===== src/rtl/display_timing_pkg.sv =====
// -----------------------------------------------------------------------------
// display_timing_pkg
// Shared definitions for the HUB75 row scan logic:
//   - scan state encoding (localparams plus the enum built from them)
//   - clog2 width helper used to size the column address
// -----------------------------------------------------------------------------
package display_timing_pkg;

   localparam int STATE_W = 3;

   localparam logic [STATE_W-1:0] ST_IDLE  = 3'd0;
   localparam logic [STATE_W-1:0] ST_SHIFT = 3'd1;
   localparam logic [STATE_W-1:0] ST_BLANK = 3'd2;
   localparam logic [STATE_W-1:0] ST_LATCH = 3'd3;
   localparam logic [STATE_W-1:0] ST_SHOW  = 3'd4;

   typedef enum logic [STATE_W-1:0] {
      S_IDLE  = ST_IDLE,
      S_SHIFT = ST_SHIFT,
      S_BLANK = ST_BLANK,
      S_LATCH = ST_LATCH,
      S_SHOW  = ST_SHOW
   } scan_state_t;

   // Bits needed to hold 0..value-1; never less than 1 so a vector of this
   // width is always legal.
   function automatic int clog2(input int value);
      int width;
      width = 1;
      while ((1 << width) < value) width++;
      return width;
   endfunction

endpackage


===== src/rtl/clk_tick_gen.sv =====
// -----------------------------------------------------------------------------
// clk_tick_gen
// Divides clk_in into a one-cycle tick every CLK_DIV_COUNT cycles while run is
// high. The count restarts from zero whenever run drops, so each burst of run
// produces its first tick exactly CLK_DIV_COUNT cycles after run rises.
//
// Ports:
//   clk_in  in   system clock
//   reset   in   synchronous, active-high
//   run     in   count enable; count is held at zero while low
//   tick    out  one-cycle pulse on the terminal count
// -----------------------------------------------------------------------------
module clk_tick_gen
   import display_timing_pkg::*;
#(
   parameter int CLK_DIV_COUNT = 5
) (
   input  logic clk_in,
   input  logic reset,
   input  logic run,
   output logic tick
);

   localparam int                CNT_W    = clog2(CLK_DIV_COUNT);
   localparam logic [CNT_W-1:0]  CNT_LAST = CNT_W'(CLK_DIV_COUNT - 1);

   logic [CNT_W-1:0] cnt;

   // NOTE: sequential state is assigned with <= so every flop samples the
   // pre-edge values, independent of statement order.
   always_ff @(posedge clk_in) begin
      if (reset || !run) begin
         cnt <= '0;
      end else if (cnt == CNT_LAST) begin
         cnt <= '0;
      end else begin
         cnt <= cnt + 1'b1;
      end
   end

   // Decoded from flops only; run comes from the controller's state register.
   assign tick = run && (cnt == CNT_LAST);

endmodule


===== src/rtl/row_scan_controller.sv =====
// -----------------------------------------------------------------------------
// row_scan_controller
// Sequences one HUB75 row scan: shifts a row of pixels with a burst-gated
// pixel clock, blanks the panel, advances the row address, latches, then
// shows the row for one cycle before starting the next.
//
// Ports:
//   clk_in       in   system clock, rising edge
//   reset        in   synchronous, active-high
//   enable       in   run request, honoured only in IDLE and SHOW
//   pixel_clk    out  panel shift clock, toggles only while shifting
//   col_addr     out  column whose data must be valid at next pixel_clk rise
//   row_addr     out  panel row select
//   latch        out  panel latch strobe
//   oe_n         out  panel output enable, active-low
//   row_done     out  one-cycle pulse per completed row
//   frame_start  out  one-cycle pulse with row_done when row_addr is 0
// All outputs are registered.
// -----------------------------------------------------------------------------
module row_scan_controller
   import display_timing_pkg::*;
#(
   parameter int CLK_DIV_COUNT  = 5,
   parameter int PIXELS_PER_ROW = 64,
   parameter int ROW_ADDR_WIDTH = 4,
   parameter int BLANK_CYCLES   = 4,
   parameter int LATCH_CYCLES   = 2
) (
   input  logic                               clk_in,
   input  logic                               reset,
   input  logic                               enable,
   output logic                               pixel_clk,
   output logic [clog2(PIXELS_PER_ROW)-1:0]   col_addr,
   output logic [ROW_ADDR_WIDTH-1:0]          row_addr,
   output logic                               latch,
   output logic                               oe_n,
   output logic                               row_done,
   output logic                               frame_start
);

   localparam int COL_W     = clog2(PIXELS_PER_ROW);
   localparam int PHASE_MAX = (BLANK_CYCLES > LATCH_CYCLES) ? BLANK_CYCLES : LATCH_CYCLES;
   localparam int PHASE_W   = clog2(PHASE_MAX);

   localparam logic [COL_W-1:0]   COL_LAST   = COL_W'(PIXELS_PER_ROW - 1);
   localparam logic [PHASE_W-1:0] BLANK_LAST = PHASE_W'(BLANK_CYCLES - 1);
   localparam logic [PHASE_W-1:0] LATCH_LAST = PHASE_W'(LATCH_CYCLES - 1);
   // Phase count of the cycle before the final blank cycle.
   localparam logic [PHASE_W-1:0] BLANK_PRE  =
      (BLANK_CYCLES >= 2) ? PHASE_W'(BLANK_CYCLES - 2) : '0;

   scan_state_t          state;
   logic [PHASE_W-1:0]   phase_cnt;
   logic                 shift_run;
   logic                 tick;
   logic                 shift_last;
   logic                 row_step;

   assign shift_run = (state == S_SHIFT);

   clk_tick_gen #(
      .CLK_DIV_COUNT (CLK_DIV_COUNT)
   ) u_tick (
      .clk_in (clk_in),
      .reset  (reset),
      .run    (shift_run),
      .tick   (tick)
   );

   // Falling pixel_clk toggle on the last column ends the shift burst.
   assign shift_last = shift_run && tick && pixel_clk && (col_addr == COL_LAST);

   // The row address moves on entry to the final blank cycle, so it settles
   // while the panel is dark and at least one cycle ahead of the latch rise.
   // With a single blank cycle that entry is the shift-to-blank edge itself.
   always_comb begin
      // NOTE: every always_comb output gets a default first so no path can
      // leave it unassigned and infer a latch.
      row_step = 1'b0;
      if (BLANK_CYCLES == 1) begin
         row_step = shift_last;
      end else begin
         row_step = (state == S_BLANK) && (phase_cnt == BLANK_PRE);
      end
   end

   always_ff @(posedge clk_in) begin
      if (reset) begin
         state       <= S_IDLE;
         phase_cnt   <= '0;
         pixel_clk   <= 1'b0;
         col_addr    <= '0;
         row_addr    <= '0;
         latch       <= 1'b0;
         oe_n        <= 1'b1;
         row_done    <= 1'b0;
         frame_start <= 1'b0;
      end else begin
         row_done    <= 1'b0;
         frame_start <= 1'b0;

         if (row_step) begin
            row_addr <= row_addr + 1'b1;
         end

         case (state)
            S_IDLE: begin
               oe_n      <= 1'b1;
               pixel_clk <= 1'b0;
               if (enable) begin
                  state    <= S_SHIFT;
                  col_addr <= '0;
               end
            end

            // oe_n is left alone so the previous row stays lit while the
            // next one shifts in.
            S_SHIFT: begin
               if (tick) begin
                  if (pixel_clk) begin
                     pixel_clk <= 1'b0;
                     if (col_addr == COL_LAST) begin
                        col_addr  <= '0;
                        oe_n      <= 1'b1;
                        phase_cnt <= '0;
                        state     <= S_BLANK;
                     end else begin
                        col_addr <= col_addr + 1'b1;
                     end
                  end else begin
                     pixel_clk <= 1'b1;
                  end
               end
            end

            S_BLANK: begin
               if (phase_cnt == BLANK_LAST) begin
                  phase_cnt <= '0;
                  latch     <= 1'b1;
                  state     <= S_LATCH;
               end else begin
                  phase_cnt <= phase_cnt + 1'b1;
               end
            end

            S_LATCH: begin
               if (phase_cnt == LATCH_LAST) begin
                  phase_cnt   <= '0;
                  latch       <= 1'b0;
                  oe_n        <= 1'b0;
                  row_done    <= 1'b1;
                  frame_start <= (row_addr == '0);
                  state       <= S_SHOW;
               end else begin
                  phase_cnt <= phase_cnt + 1'b1;
               end
            end

            S_SHOW: begin
               if (enable) begin
                  state <= S_SHIFT;
               end else begin
                  oe_n  <= 1'b1;
                  state <= S_IDLE;
               end
            end

            default: begin
               state <= S_IDLE;
            end
         endcase
      end
   end

endmodule


===== config.mk =====
export PLATFORM = sky130hd
export DESIGN_NAME = row_scan_controller
export DESIGN_NICKNAME = d
export VERILOG_FILES = /design/src/rtl/display_timing_pkg.sv /design/src/rtl/clk_tick_gen.sv /design/src/rtl/row_scan_controller.sv
export SDC_FILE = /design/constraint.sdc
export NUM_CORES = 1
export LEC_CHECK = 0
export CAP_MARGIN = 20
export CORE_MARGIN = 1
export CORE_UTILIZATION = 47
export DETAILED_ROUTE_END_ITERATION = 8
export PLACE_DENSITY = 0.74
export SLEW_MARGIN = 20
export SYNTH_ARGS = -nofsm -noshare
export SYNTH_HDL_FRONTEND = slang
export SYNTH_SLANG_ARGS = --single-unit

===== constraint.sdc =====
create_clock -name clk_in -period 1.8 [get_ports clk_in]
set_clock_uncertainty 0.15 [all_clocks]
set_input_delay 0.54 -clock clk_in [delete_from_list [all_inputs] [get_ports clk_in]]
set_output_delay 0.54 -clock clk_in [all_outputs]
set_load 0.03 [all_outputs]

==> flow_metrics.tcl <==
set metrics [dict create \
    outcome "completed" \
    cp.required_ps 1110 \
    grt_pass1_wl_um 4230 \
    startpoint_type "flip-flop" \
    hold_class "flip-flop to flip-flop" \
    max-vdd-ir-drop_uv 474 \
    fmax_ghz 0.572 \
    portBuffers 17 \
    crit_arrival_ps 1060 \
    synth_cells 141 \
    drv_cap 0 \
    cts_tree "yes" \
    final-hold-violation-count 0 \
    synth_common_cells "23 x dfxtp_1, 14 x nand2_1, 13 x nor2_1" \
    initial_utilization 0.514 \
    rr_worst_depth 5 \
    clock_sinks 23 \
    ff2ff_setup_slack_ps 80 \
    fin_nets 186 \
    synth_nets 152 \
    nFillCells 201 \
    synth_most_common_cell "dfxtp_1" \
    cts_setup_buffers 0 \
    path_depth 1 \
    viasPerCell 5.52 \
    timing.rr.start "col_addr[0]" \
    crit_fanout 2 \
    ant_nets 0 \
    setup_viol 0 \
    synthTopCellsByArea "dfxtp_1 39%, ha_1 8.6%, a21oi_1 5.1%" \
    path_cells "dlygate4sd2_1" \
    critPathTopFamily "buffers and inverters" \
    cp-end-kind "primary output" \
    dp_hpwl_um 1890 \
    drt_pass1_iterations 4 \
    crit_type "flip-flop to primary output" \
    fin_setup_tns_ps 0 \
    synth_warnings 0 \
    clk_pin_slew_ps 130 \
    synth_ff_type "dfxtp_1" \
    grt_max_degree 13 \
    gp_congestion 0.823 \
    die_area_mm2 0.00269 \
    ys_types 37 \
    ys_seq_area_frac 0.394 \
    synth_top_area_cell "dfxtp_1" \
    finalCritPeriodShare 0.971 \
    slowest_delay_ps 400 \
    wirelength_um 2470 \
    pin_count 18 \
    htree_num_levels 1 \
    p_leak_nw 0.647 \
    slew_headroom 0.733 \
    grt_antenna_before_repair 0 \
    drt_iter0_markers 28 \
    antenna_cells 0 \
    syn_area_per_cell_um2 8.30 \
    cp_slowest_cell "dlygate4sd2_1" \
    slew_violations 0 \
    crit_start "col_addr[4]" \
    synth_edf_count 0 \
    drive_above_1_share 0.230 \
    drc_errors 0 \
    coreArea_mm2 0.00228 \
    crit_end "col_addr[4]" \
    clk_latency_ps 310 \
    total_power_mw 0.856 \
    fin_crit_ps 1750 \
    vias 1116 \
    die_y_um 51.9 \
    r2r_end "state[0]" \
    async_reset_ff_frac 0 \
    area_delta_synth_final_pct 30.4 \
    fp-row-count 17 \
    gr-total-overflow 0 \
    die_w_um 51.9 \
    synth_area_mm2 0.00117 \
    synth-seq-cells 23 \
    grtUsageTotal 0.212 \
    tightest_slew_ps 400 \
    path_buf_inv 1 \
    p_per_area_mw_per_mm2 561 \
    synth_top_area_share 0.394 \
    grt_pass1_vias 991 \
    cts-buffers-inserted 3 \
    drt-wirelength-per-cell_um 12.2 \
    cts_root_buffer "clkbuf_4" \
    cts_buffer_depth 2 \
]
cells in the final DEF, fill, tap and decap left out, types with 2 or more instances in the layout:
| master | n |
|---|---|
| dfxtp_1 | 20 |
| nor3_1 | 4 |
| clkbuf_4 | 3 |
| nor2_1 | 13 |
| dlygate4sd2_1 | 5 |
| clkbuf_2 | 3 |
| o31a_1 | 3 |
| inv_1 | 9 |
| nand3_1 | 4 |
| buf_4 | 18 |
| dfxtp_2 | 3 |
| and2_1 | 2 |
| xor2_1 | 2 |
| a21oi_1 | 12 |
| and3_1 | 5 |
| ha_1 | 7 |
| clkdlybuf4s15_1 | 7 |
| nand2_1 | 14 |
| o21ai_0 | 8 |
| inv_2 | 2 |
| nor4_1 | 3 |
how the worst min path moves through the flow:
stage                 startpoint            to  slack (ps)  cells after the start
floorplan           phase_cnt[1]  phase_cnt[1]         340                      2
global route               latch         latch         370                      2
detailed placement         latch         latch         310                      2
global placement           latch         latch         300                      2
CTS                        latch         latch         320                      2
finish                     latch         latch         320                      2
per-layer routing:
metal,share of wire,track usage
met1,0.48,0.281
met2,0.47,0.338
met3,0.039,0.0351
met4,0.012,0.0856
met5,0,0
worst min-delay path, stage by stage (launching register included):
cell,delay (ps)
dfxtp_1,340
nand2_1,50
a21oi_1,50
what timing repair did:
item	4_1_cts	5_1_grt
gates resized for setup	21	17
pin swaps	3	1
hold buffers	0	0
endpoints found under the hold margin	0	0
setup endpoints to repair	19	15
through the flow:
stage	setup WS (ps)	std cells	cell area, µm²	util	hold WS, ps
CTS	6.65	202	1520	0.666	321
floorplan	14.1	141	1170	-	337
finish	52.1	202	1530	0.670	321
global route	-11.5	202	1530	0.670	369
global placement	-372	198	1480	0.651	303
detailed placement	-388	198	1480	0.651	309
state kept, by name (all words and copies together), names as in the netlist:
signal       flops
frame_start      1
row_done         1
u_tick.cnt       3
phase_cnt        2
col_addr         6
row_addr         4
pixel_clk        1
oe_n             1
state            3
latch            1
report_power, final:
part | total (mW) | leakage, nW | internal, mW | switching, mW
logic | 0.0901 | 0.445 | 0.0426 | 0.0475
clock network | 0.244 | 0.0150 | 0.0867 | 0.157
registers | 0.522 | 0.187 | 0.515 | 0.00706
total | 0.856 | 0.647 | 0.644 | 0.212
area by class of cell:
type                            instances  area [µm²]  share of cell area
Multi-Input combinational cell        102         684               0.449
Sequential cell                        23         464               0.304
Tap cell                               28        35.0              0.0230
Clock buffer                            4        26.3              0.0172
Inverter                               11        41.3              0.0271
Timing Repair Buffer                   34         274               0.180
kinds of logic (layout without fill, tap and decap cells):
family	Yosys count	in the layout	synth area share
AO/OA/AOI/OAI	34	34	0.184
XOR/XNOR	3	3	0.0225
adder cells (fa/ha/maj)	8	8	0.0856
buffers and inverters	16	49	0.0524
flip-flops	23	23	0.394
multiplexers	1	1	0.00856
AND/OR/NAND/NOR	56	56	0.253
(Power assumes the default switching activity.)
